File: config.mk
export PLATFORM = sky130hd
export DESIGN_NAME = tx_rate_clken_gen
export DESIGN_NICKNAME = d
export VERILOG_FILES = /design/src/rtl/tx_clk_pkg.sv /design/src/rtl/tx_rate_divcnt.sv /design/src/rtl/tx_rate_clken_gen.sv
export SDC_FILE = /design/constraint.sdc
export NUM_CORES = 1
export LEC_CHECK = 0
export ABC_AREA = 1
export CAP_MARGIN = 20
export CORE_MARGIN = 5
export CORE_UTILIZATION = 54
export CTS_BUF_LIST = sky130_fd_sc_hd__clkbuf_16
export CTS_CLUSTER_DIAMETER = 150
export CTS_CLUSTER_SIZE = 25
export DETAILED_ROUTE_END_ITERATION = 10
export PLACE_DENSITY = 0.91
export SKIP_LAST_GASP = 1
export SYNTH_ARGS = -nofsm -noshare
export SYNTH_HDL_FRONTEND = slang
export SYNTH_SLANG_ARGS = --single-unit
File: constraint.sdc
create_clock -name clk -period 2.28 [get_ports clk]
set_input_delay 0.456 -clock clk [delete_from_list [all_inputs] [get_ports clk]]
set_output_delay 0.456 -clock clk [all_outputs]
set_load 0.005 [all_outputs]
File: src/rtl/tx_clk_pkg.sv
// tx_clk_pkg: shared state type, rate codes and divider helper for the tx rate enable generator
package tx_clk_pkg;
  typedef enum logic [1:0] {OFF, RUN, DRAIN, GAP} tx_rate_state_t;
  localparam int RATE_OFF = 0;
  localparam int RATE_DIV4 = 1;
  localparam int RATE_DIV2 = 2;
  localparam int RATE_DIV1 = 3;
  function automatic int div_from_code(input int code, input int num_rates);
    return (code == RATE_OFF || code > num_rates) ? 1 : 1 << (num_rates - code);
  endfunction
endpackage

File: src/rtl/tx_rate_divcnt.sv
// tx_rate_divcnt: divide counter that wraps at div_m1 and clears to 0 while not running
module tx_rate_divcnt #(
  parameter int W = 2
) (
  input  logic         clk,
  input  logic         rst,
  input  logic         run,
  input  logic [W-1:0] div_m1,
  output logic [W-1:0] cnt,
  output logic [W-1:0] cnt_nxt,
  output logic         tc
);
  assign tc = cnt == div_m1;
  assign cnt_nxt = run ? (tc ? '0 : cnt + 1'b1) : '0;
  always_ff @(posedge clk)
    cnt <= rst ? '0 : cnt_nxt;
endmodule

File: src/rtl/tx_rate_clken_gen.sv
// tx_rate_clken_gen: per-rate clock enables from the fastest tx clock with drain+gap rate switching.
// Define TX_RATE_SWITCH_CNT_EN to add the saturating switch_cnt output.
module tx_rate_clken_gen
  import tx_clk_pkg::*;
#(
  parameter int NUM_RATES = 3,
  parameter int RATE_W = 2,
  parameter int GAP_CYCLES = 2
) (
  input  logic              clk,
  input  logic              rst,
  input  logic              en_TDPU,
  input  logic [RATE_W-1:0] txRate,
  output logic              clk_en,
  output logic              clk_phase,
  output logic [RATE_W-1:0] rate_active,
  output logic              switching,
  output logic              rate_err
`ifdef TX_RATE_SWITCH_CNT_EN
  ,
  output logic [15:0]       switch_cnt
`endif
);
  localparam int CNT_W = NUM_RATES > 2 ? NUM_RATES - 1 : 1;
  localparam logic [RATE_W-1:0] MAX_CODE = RATE_W'(NUM_RATES);
  tx_rate_state_t state, nxt_state;
  logic [RATE_W-1:0] sel_q;
  logic [3:0] gap_cnt;
  logic [CNT_W-1:0] cnt, cnt_nxt, div_m1;
  logic tc, gap_end, en_nxt;
  assign div_m1 = CNT_W'(div_from_code(int'(rate_active), NUM_RATES) - 1);
  assign gap_end = gap_cnt == 4'(GAP_CYCLES - 1);
  tx_rate_divcnt #(.W(CNT_W)) u_divcnt (
    .clk    (clk),
    .rst    (rst),
    .run    (state == RUN || state == DRAIN),
    .div_m1 (div_m1),
    .cnt    (cnt),
    .cnt_nxt(cnt_nxt),
    .tc     (tc)
  );
  always_comb begin
    nxt_state = state;
    case (state)
      OFF:     nxt_state = sel_q != '0 ? GAP : OFF;
      RUN:     nxt_state = sel_q != rate_active ? DRAIN : RUN;
      DRAIN:   nxt_state = tc ? GAP : DRAIN;
      default: nxt_state = gap_end ? (sel_q != '0 ? RUN : OFF) : GAP;
    endcase
  end
  // Outputs are registered from next-state so they line up with the state they describe
  assign en_nxt = (nxt_state == RUN || nxt_state == DRAIN) && cnt_nxt == '0;
  always_ff @(posedge clk) begin
    if (rst) begin
      state       <= OFF;
      sel_q       <= '0;
      rate_err    <= 1'b0;
      gap_cnt     <= '0;
      rate_active <= '0;
      clk_en      <= 1'b0;
      clk_phase   <= 1'b0;
      switching   <= 1'b0;
    end else begin
      state       <= nxt_state;
      sel_q       <= (en_TDPU && txRate != '0 && txRate <= MAX_CODE) ? txRate : '0;
      rate_err    <= en_TDPU && txRate > MAX_CODE;
      gap_cnt     <= state == GAP ? gap_cnt + 4'd1 : 4'd0;
      rate_active <= (state == GAP && gap_end) ? sel_q : rate_active;
      clk_en      <= en_nxt;
      clk_phase   <= clk_phase ^ en_nxt;
      switching   <= nxt_state == DRAIN || nxt_state == GAP;
    end
  end
`ifdef TX_RATE_SWITCH_CNT_EN
  always_ff @(posedge clk)
    if (rst) switch_cnt <= '0;
    else if (state == GAP && gap_end && switch_cnt != 16'hFFFF) switch_cnt <= switch_cnt + 16'd1;
`endif
endmodule

==> flow_summary.yaml <==
status:
  status: "finished, final reports clean"
clock_tree:
  h-tree-depth: 1
  insertion_delay_ps: 240
  clock-sinks: 14
  cts_hold_buffers: 0
  clk_pin_slew_worst_paths_ps: 40
  cts_resized: 0
  numCtsBuffers: 3
  cts_setup_buffers: 0
  clk_path_buf_depth: 2
  cts_tree: "built"
  root_buffer: "clkbuf_16"
setup_path:
  path_cells: "clkdlybuf4s50_1"
  ff2ff_setup_slack_ps: 680
  crit_fanout: 5
  worst_path_dominant_cell_family: "buffers and inverters"
  critPathBufInv: 1
  critPathLaunch: "state[1]"
  worstPathArrival_ps: 1200
  slowest_delay_ps: 540
  path_class: "register to output port"
  path_depth: 1
  start_kind: "register"
  worst-r2r-cell-count: 12
  r2r_end: "clk_phase"
  critPathSlowestCell: "clkdlybuf4s50_1"
  critPathCaptureType: "output port"
  cp-endpoint: "switching"
  required_ps: 1820
  r2r_start: "state[1]"
layout:
  layout-drive-gt1-share_pct: 10.1
  area_growth_pct: 23.7
  instances_no_fill: 124
  diodes: 0
  fill_cells: 95
  final_cell_mix: "nand2_1 (26), dfxtp_1 (14), inv_1 (13), nor2_1 (9), clkdlybuf4s50_1 (9)"
  finalNetCount: 124
  final_common_cell: "nand2_1"
timing:
  skew_ps: 1.80
  max_freq_mhz: 604
  period_share_pct: 72.6
  rsz0062_at_grt: "false"
  slew_viol_final: 0
  fin_tns_setup_ps: 0
  min_period_ps: 1650
  setup_violations: 0
  worst_slack_ps: 626
  hold_viol: 0
place:
  pre_cts_slack_ps: 699
  gp_congestion: 0.804
  numPortBuffers: 9
  placed_cells: 121
  hpwl_microns: 1120
logic_synthesis:
  yosysTopAreaCellShare_pct: 37.6
  yosys_register_bits: 14
  synth_area_leaders: "dfxtp_1 (38%), ha_1 (13%), nand2_1 (13%), inv_1 (6.6%), nor2_1 (4.5%)"
  netlist_area_sq_um: 744
  avgSynthCellArea_sq_um: 7.60
  syn_nets: 111
  ys_seq_area_share_pct: 37.6
  syn_inst: 98
  yosysTopAreaCell: "dfxtp_1"
  synth_warnings: 0
  synth_cell_types: 22
pwr:
  ir_drop_mv: 0.630
  power.density_mw_per_mm2: 843
  total_power_uw: 776
  power_leakage_nw: 0.435
worst_hold_path:
  hold_path_depth: 1
  hp-class: "register to register"
floorplanning:
  core_sq_mm: 0.00130
  fp.dieH_microns: 47.1
  dieArea_sq_mm: 0.00222
  rows: 13
  start_util_pct: 57.2
  ios: 11
  dieWidth_microns: 47.1
route:
  viasPerCell: 5.10
  routedWlPerCell_microns: 12.2
  routed_wl_microns: 1510
  drc: 0
  vias: 633
  drtIter0Drc: 12
  ant_nets: 0
  drt_first_pass_iters: 4
grt:
  grt_pass1_vias: 619
  grt_max_degree: 8
  antenna_found_initial: 0
  grtUsageTotal_pct: 16.4
  grt-ovfl-total: 0
  grt_pass1_wl_microns: 2490
flow_run:
  maxCapViolCount: 0
[worst min path at each step]
stage,slack (ps),startpoint,endpoint
finish,470,gap_cnt[0],gap_cnt[0]
global route,500,gap_cnt[3],gap_cnt[3]
CTS,470,gap_cnt[0],gap_cnt[0]
detailed placement,460,gap_cnt[0],gap_cnt[0]
global placement,450,gap_cnt[0],gap_cnt[0]
floorplan,430,gap_cnt[0],gap_cnt[0]
[cell usage after synthesis]
cell and instances:
o21ai_0 2, a21oi_1 4, ha_1 8, nand3b_4 1, nand3_2 1, nand3_1 5
conb_1 1, a21oi_2 1, inv_1 13, nand2_1 26, nor2_1 9, inv_2 2
dfxtp_1 14, nand2_2 1, and3_1 2, o21ai_1 2, or2_2 1, a211oi_1 1
buf_4 1, a21boi_1 1, nor3b_2 1, xnor2_1 1
[cell type report]
cell class	count	area, sq um	area share [%]
Sequential cell	14	280	30.4
Timing Repair Buffer	9	90.1	9.78
Tap cell	15	18.8	2.04
Multi-Input combinational cell	68	400	43.5
Clock buffer	3	75.1	8.15
Inverter	15	56.3	6.11
[kinds of logic (layout without fill, tap and decap cells)]
logic type | Yosys count | after routing | synth area share [%]
flops | 14 | 14 | 37.6
compound gates | 11 | 11 | 8.57
other cells | 1 | 1 | 0.504
xor+xnor | 1 | 1 | 1.18
simple gates | 47 | 47 | 30.1
fa+ha+maj | 8 | 8 | 13.4
buf+inv | 16 | 27 | 8.57
[power by group]
part / switching (mW) / internal, mW / total (mW)
registers: 0.0209 / 0.268 / 0.289
logic: 0.0797 / 0.0859 / 0.166
clock network: 0.0932 / 0.229 / 0.322
total: 0.194 / 0.583 / 0.776
[through the flow]
stage / cell area [sq um] / util (%) / hold WS, ps
5_1_grt: 921 / 70.8 / 503
3_3_place_gp: 846 / 65.0 / 450
4_1_cts: 921 / 70.8 / 470
6_report: 921 / 70.8 / 474
2_1_floorplan: 744 / - / 433
3_5_place_dp: 846 / 65.0 / 459
[registers in the layout, summed over array words and instances (netlist names)]
| register | count |
|---|---|
| state | 2 |
| clk_phase | 1 |
| rate_active | 2 |
| clk_en | 1 |
| sel_q | 2 |
| gap_cnt | 4 |
| u_divcnt.cnt | 2 |
[layer usage]
metal | global-route usage [%] | wire length [microns]
met5 | 0 | 0
met4 | 12.7 | 40
met3 | 3.83 | 55
met2 | 27.6 | 740
met1 | 17.4 | 676
Power figures use the tool's default switching activity.
==> variant 1 (same settings) <==
Add a define of `TX_RATE_SWITCH_CNT_EN`.
--- a/src/rtl/tx_rate_clken_gen.sv
+++ b/src/rtl/tx_rate_clken_gen.sv
@@ -1,4 +1,6 @@
 // tx_rate_clken_gen: per-rate clock enables from the fastest tx clock with drain+gap rate switching.
 // Define TX_RATE_SWITCH_CNT_EN to add the saturating switch_cnt output.
+`define TX_RATE_SWITCH_CNT_EN
+
 module tx_rate_clken_gen
   import tx_clk_pkg::*;
Behaviour (old outputs only; new: switch_cnt): unchanged (equiv_simple and equiv_induct, registers matched by name and starting in step).
==> variant 1 against the unedited design <==
- power up 72%
- combinational power down 7%
- final cell count up 150%
- sequential cell count up 16
- routed wire length up 150%
- first-iteration DRC count rose to 4.0 times the old value
- sequential power up 95%
- synthesized area up 130%
- critical path depth up 7
- utilization down 1.3 points
- via count up 140%
- setup slack worse by 0.26 ns
- clock power up 92%
- cell area up 130%
- critical endpoint is now switch_cnt[0]$_SDFFE_PP0P_
- highest routed layer unchanged
==> variant 1: results (changes against the unedited design) <==
| Metric | Value |
|---|---|
| R2R cell count | 8 (-4) |
| Initial DRC count | 48 (+36) |
| Largest net degree at the start of global routing | 16 (+8) |
| CTS HTree Levels | 2 (+1) |
| Post-CTS Repair Setup Buffers | 0 (unchanged) |
| Synth Net Count | 246 (+120%) |
| Leak Pwr | 0.8233 nW (+89%) |
| Initial antenna violation count | 0 (unchanged) |
| Leading registers by flop count | switch_cnt x16, gap_cnt x4 |
| Final net count | 274 (+120%) |
| Vias in the first global route | 1541 (+150%) |
| First drt pass iteration count | 4 (unchanged) |
| Top cells by count, synth | nand2_1, inv_1, dfxtp_1 |
| Skew-Pair Late Insertion Delay | 0.27 ns (+0.03 ns) |
| DRT Wirelength | 3.773 mm (+150%) |
| Synth top area cells | dfxtp_1, nand2_1, inv_1 |
| Crit path DAT | 2.07 ns (+0.87 ns) |
| Hold Crit Depth | 1 (unchanged) |
| Post-route setup TNS | 0 ns (unchanged) |
| Clk slew on worst S/H paths | 0.05 ns |
| Clock root cell | clkbuf_16 |
| Number of hold-slack violations in the final timing report | 0 (unchanged) |
| DP HPWL | 2.702 mm (+140%) |
| All-layer global routing usage | 20.24% (+3.8 points) |
| Share of layout cells above drive strength 1 | 12.26% (+2.2 points) |
| Worst IR Drop VDD | 0.0004174 V (-34%) |
| Fin Clk Skew | 0.004265 ns (+0.002466 ns) |
| First-pass GRT wire length | 6.699 mm (+170%) |
| Status | finished clean |
| Diodes inserted | 0 (unchanged) |
| Via-to-Cell Ratio | 5.066 (-0.77%) |
| Max cap viols | 0 (unchanged) |
| Cts repair resizes | 0 (unchanged) |
| TritonCTS Buffers | 5 (+2) |
| Total of warnings raised by yosys | 0 (unchanged) |
| Bufs on Longest Clock Path | 2 (unchanged) |
| Sequential fraction of the synthesis area | 34.93% (-2.7 points) |
| Min-Delay Path Class | reg -> reg |
| Unique masters post-synth | 35 (+59%) |
| Final GP Congestion | 0.8788 (+9.3%) |
| Worst Path Max Fanout | 15 (+10) |
| Port Buf Inserts | 25 (+16) |
| Switching pwr | 0.3217 mW (+66%) |
| Async SR Flop Fraction | 0% (unchanged) |
-- variant 1: cell families after synthesis --
| family | Yosys count | synth area share, % |
|---|---|---|
| flip-flops | 30 | 34.93 |
| AND/OR/NAND/NOR | 111 | 31.15 |
| buffers and inverters | 39 | 10.33 |
| adder cells (fa/ha/maj) | 9 | 6.550 |
| other | 1 | 0.2181 |
| AO/OA/AOI/OAI | 35 | 13.25 |
| XOR/XNOR | 7 | 3.566 |
-- variant 1: final timing paths --
path / from / to / slack [ns]
setup / recovery: switch_cnt[0]$_SDFFE_PP0P_ / switch_cnt[0]$_SDFFE_PP0P_ / 0.37
hold / removal: u_divcnt.cnt[0]$_SDFF_PP0_ / u_divcnt.cnt[0]$_SDFF_PP0_ / 0.46
setup reg to reg: switch_cnt[0]$_SDFFE_PP0P_ / switch_cnt[0]$_SDFFE_PP0P_ / 0.37
hold reg to reg: u_divcnt.cnt[0]$_SDFF_PP0_ / u_divcnt.cnt[0]$_SDFF_PP0_ / 0.46
-- variant 1: critical path, cell delays in order (launching register included) --
cell and delay (ns):
dfxtp_1 0.44, ha_1 0.29, nand3_1 0.18, nor3_4 0.19
nand3_2 0.11, nand2_4 0.18, inv_4 0.12, o21ai_0 0.22
a21oi_2 0.04
-- variant 1: area by class of cell --
class	instances	area, um^2
clock buffers	5	125.1
clock inverters	3	12.51
fillers	256	930.9
inverters	34	130.1
multi-input cells	163	940.9
flip-flops and latches	30	600.6
well taps	44	55.05
repair buffers	26	257.7
-- variant 1: per-stage QoR --
step | setup slack [ns] | cells | cell area [um^2] | hold slack, ns
after floorplan | 0.6429 | 232 | 1719 | 0.4198
after global placement | 0.5071 | 297 | 1984 | 0.4333
after detailed placement | 0.4045 | 297 | 1984 | 0.4561
after CTS | 0.3936 | 305 | 2122 | 0.4638
after global routing | 0.1797 | 305 | 2122 | 0.4765
final | 0.3662 | 305 | 2122 | 0.4563
-- variant 1: power groups by stage --
stage | logic, mW | clock network [mW] | registers, mW
final | 0.154 | 0.617 | 0.564
after global routing | 0.184 | 0.662 | 0.568
after CTS | 0.155 | 0.629 | 0.564
after detailed placement | 0.154 | 0 | 0.575
after global placement | 0.151 | 0 | 0.574
after floorplan | 0.0954 | 0 | 0.574
-- variant 1: per-layer routing --
layer / part of all wire [%] / wire length (um) / GRT usage (%)
met4: 2.6 / 97 / 10.41
met5: 0 / 0 / 0
met1: 43 / 1630 / 23.11
met3: 6.8 / 257 / 7.653
met2: 47 / 1788 / 32.59
==> variant 2 (same settings) <==
Without the edit above. Register the inputs `en_TDPU` and `txRate` before use, without a reset. The logic sees them one clock later.
--- a/src/rtl/tx_rate_clken_gen.sv
+++ b/src/rtl/tx_rate_clken_gen.sv
@@ -24,4 +24,13 @@
   localparam int CNT_W = NUM_RATES > 2 ? NUM_RATES - 1 : 1;
   localparam logic [RATE_W-1:0] MAX_CODE = RATE_W'(NUM_RATES);
+
+  logic en_TDPU_q;
+  logic [RATE_W-1:0] txRate_q;
+
+  always_ff @(posedge clk) begin
+    en_TDPU_q <= en_TDPU;
+    txRate_q  <= txRate;
+  end
+
   tx_rate_state_t state, nxt_state;
   logic [RATE_W-1:0] sel_q;
@@ -63,6 +72,6 @@
     end else begin
       state       <= nxt_state;
-      sel_q       <= (en_TDPU && txRate != '0 && txRate <= MAX_CODE) ? txRate : '0;
-      rate_err    <= en_TDPU && txRate > MAX_CODE;
+      sel_q       <= (en_TDPU_q && txRate_q != '0 && txRate_q <= MAX_CODE) ? txRate_q : '0;
+      rate_err    <= en_TDPU_q && txRate_q > MAX_CODE;
       gap_cnt     <= state == GAP ? gap_cnt + 4'd1 : 4'd0;
       rate_active <= (state == GAP && gap_end) ? sel_q : rate_active;
Check against the original RTL: not equivalent (a bounded check fails within 4 cycles, from zero or initial values and one cycle with rst high).
==> variant 2 against the unedited design <==
- die area up 4.9%
- sequential cell count up 3
- critical path depth up 12
- first-iteration DRC count down 33%
- setup slack better by 0.015 ns
- synthesized area up 6.2%
- power up 11%
- count of clock-buffer cells in the layout unchanged
- cell area up 5.8%
- routed wire length up 12%
- critical path type is now reg -> reg
- largest power group unchanged
==> variant 2: results (changes against the unedited design) <==
| Metric | Value |
|---|---|
| Via-to-Cell Ratio | 5.492 (+7.6%) |
| Adder-Cell Fraction of Synth Area | 12.66% (-0.79 points) |
| Synth Net Count | 114 (+2.7%) |
| Mean Syn Cell Area | 7.829 um^2 (+3.1%) |
| Final non-clock buffer share | 9.243% (-0.54 points) |
| Synthesis-stage register bit count | 17 (+3) |
| Share of layout cells above drive strength 1 | 13.27% (+3.2 points) |
| Sequential fraction of the synthesis area | 43.04% (+5.4 points) |
| Drt wl/cell | 13.26 um (+8.7%) |
| Synth top area cells | dfxtp_1, ha_1, nand2_1 |
| Tot Pwr | 0.8631 mW (+11%) |
| Switching pwr | 0.2255 mW (+16%) |
| Area growth from synthesis to layout | 23.26% |
| Worst Path Max Fanout | 3 (-2) |
| Crit path from | rate_active[1]$_SDFFE_PP0P_ |
| Fin Clk Skew | 0.001419 ns (-0.0003812 ns) |
| Leak Pwr | 0.4455 nW (+2.5%) |
| Multiplexer area fraction after synthesis | 0% (unchanged) |
| Seq area share | 34.92% (+4.5 points) |
| Clock Network Area Fraction | 8.472% (+0.32 points) |
| Status | finished clean |
| Final GP Congestion | 0.7340 (-8.7%) |
| Vias in the first global route | 683 (+10%) |
| Post-Place Cells | 124 (+2.5%) |
| Diodes inserted | 0 (unchanged) |
| Worst IR Drop VDD | 0.0006732 V (+6.8%) |
| # fillers | 109 (+15%) |
| Worst hold start | txRate_q[0]$_DFF_P_ |
| DP HPWL | 1.181 mm (+5.8%) |
| Initial DRC count | 8 (-4) |
| Fraction of area in multi-input gates | 38.90% (-4.6 points) |
| Crit path DAT | 1.83 ns (+0.63 ns) |
| Final net count | 127 (+2.4%) |
| Largest net degree at the start of global routing | 12 (+4) |
| DRT Wirelength | 1.697 mm (+12%) |
| Fraction of the mapped netlist area in compound gates | 7.753% (-0.82 points) |
| DP Area | 892.1 um^2 (+5.5%) |
| Port Buf Inserts | 9 (unchanged) |
| Synth Area in XOR/XNOR | 1.108% (-0.069 points) |
| P_seq | 0.341 mW (+18%) |
| First-pass GRT wire length | 2.760 mm (+11%) |
| Logic pwr share | 19.0% (-2.3 points) |
| Multi-input gate count | 66 (-2.9%) |
| Top cells by count, synth | nand2_1, dfxtp_1, inv_1 |
variant 2: routing by layer:
layer / up-vias / wire (um) / GRT usage (%)
met3: 14 / 142 / 5.535
met2: 37 / 790 / 29.17
met1: 314 / 687 / 18.79
li1: 338 / - / -
met5: - / 0 / 0
met4: 0 / 76 / 16.13
variant 2: path summary, 6_finish.rpt:
path,end,slack (ns),cells past startpoint
worst min register to register,sel_q[0]$_SDFF_PP0_,0.46,1
worst max register to register,clk_phase$_SDFF_PP0_,0.64,13
worst max-delay path,clk_phase$_SDFF_PP0_,0.64,13
worst min-delay path,sel_q[0]$_SDFF_PP0_,0.46,1
variant 2: worst max-delay path: stages (launching register included):
cell     delay, ns
dfxtp_1       0.35
inv_1         0.09
ha_1          0.29
inv_1         0.06
nand2_1       0.04
nand2_1       0.09
nand3_1       0.09
nand3_1       0.14
nand2_1       0.10
nand2_2       0.08
nand3_2       0.06
nand2_1       0.06
inv_1         0.03
nor2_1        0.08
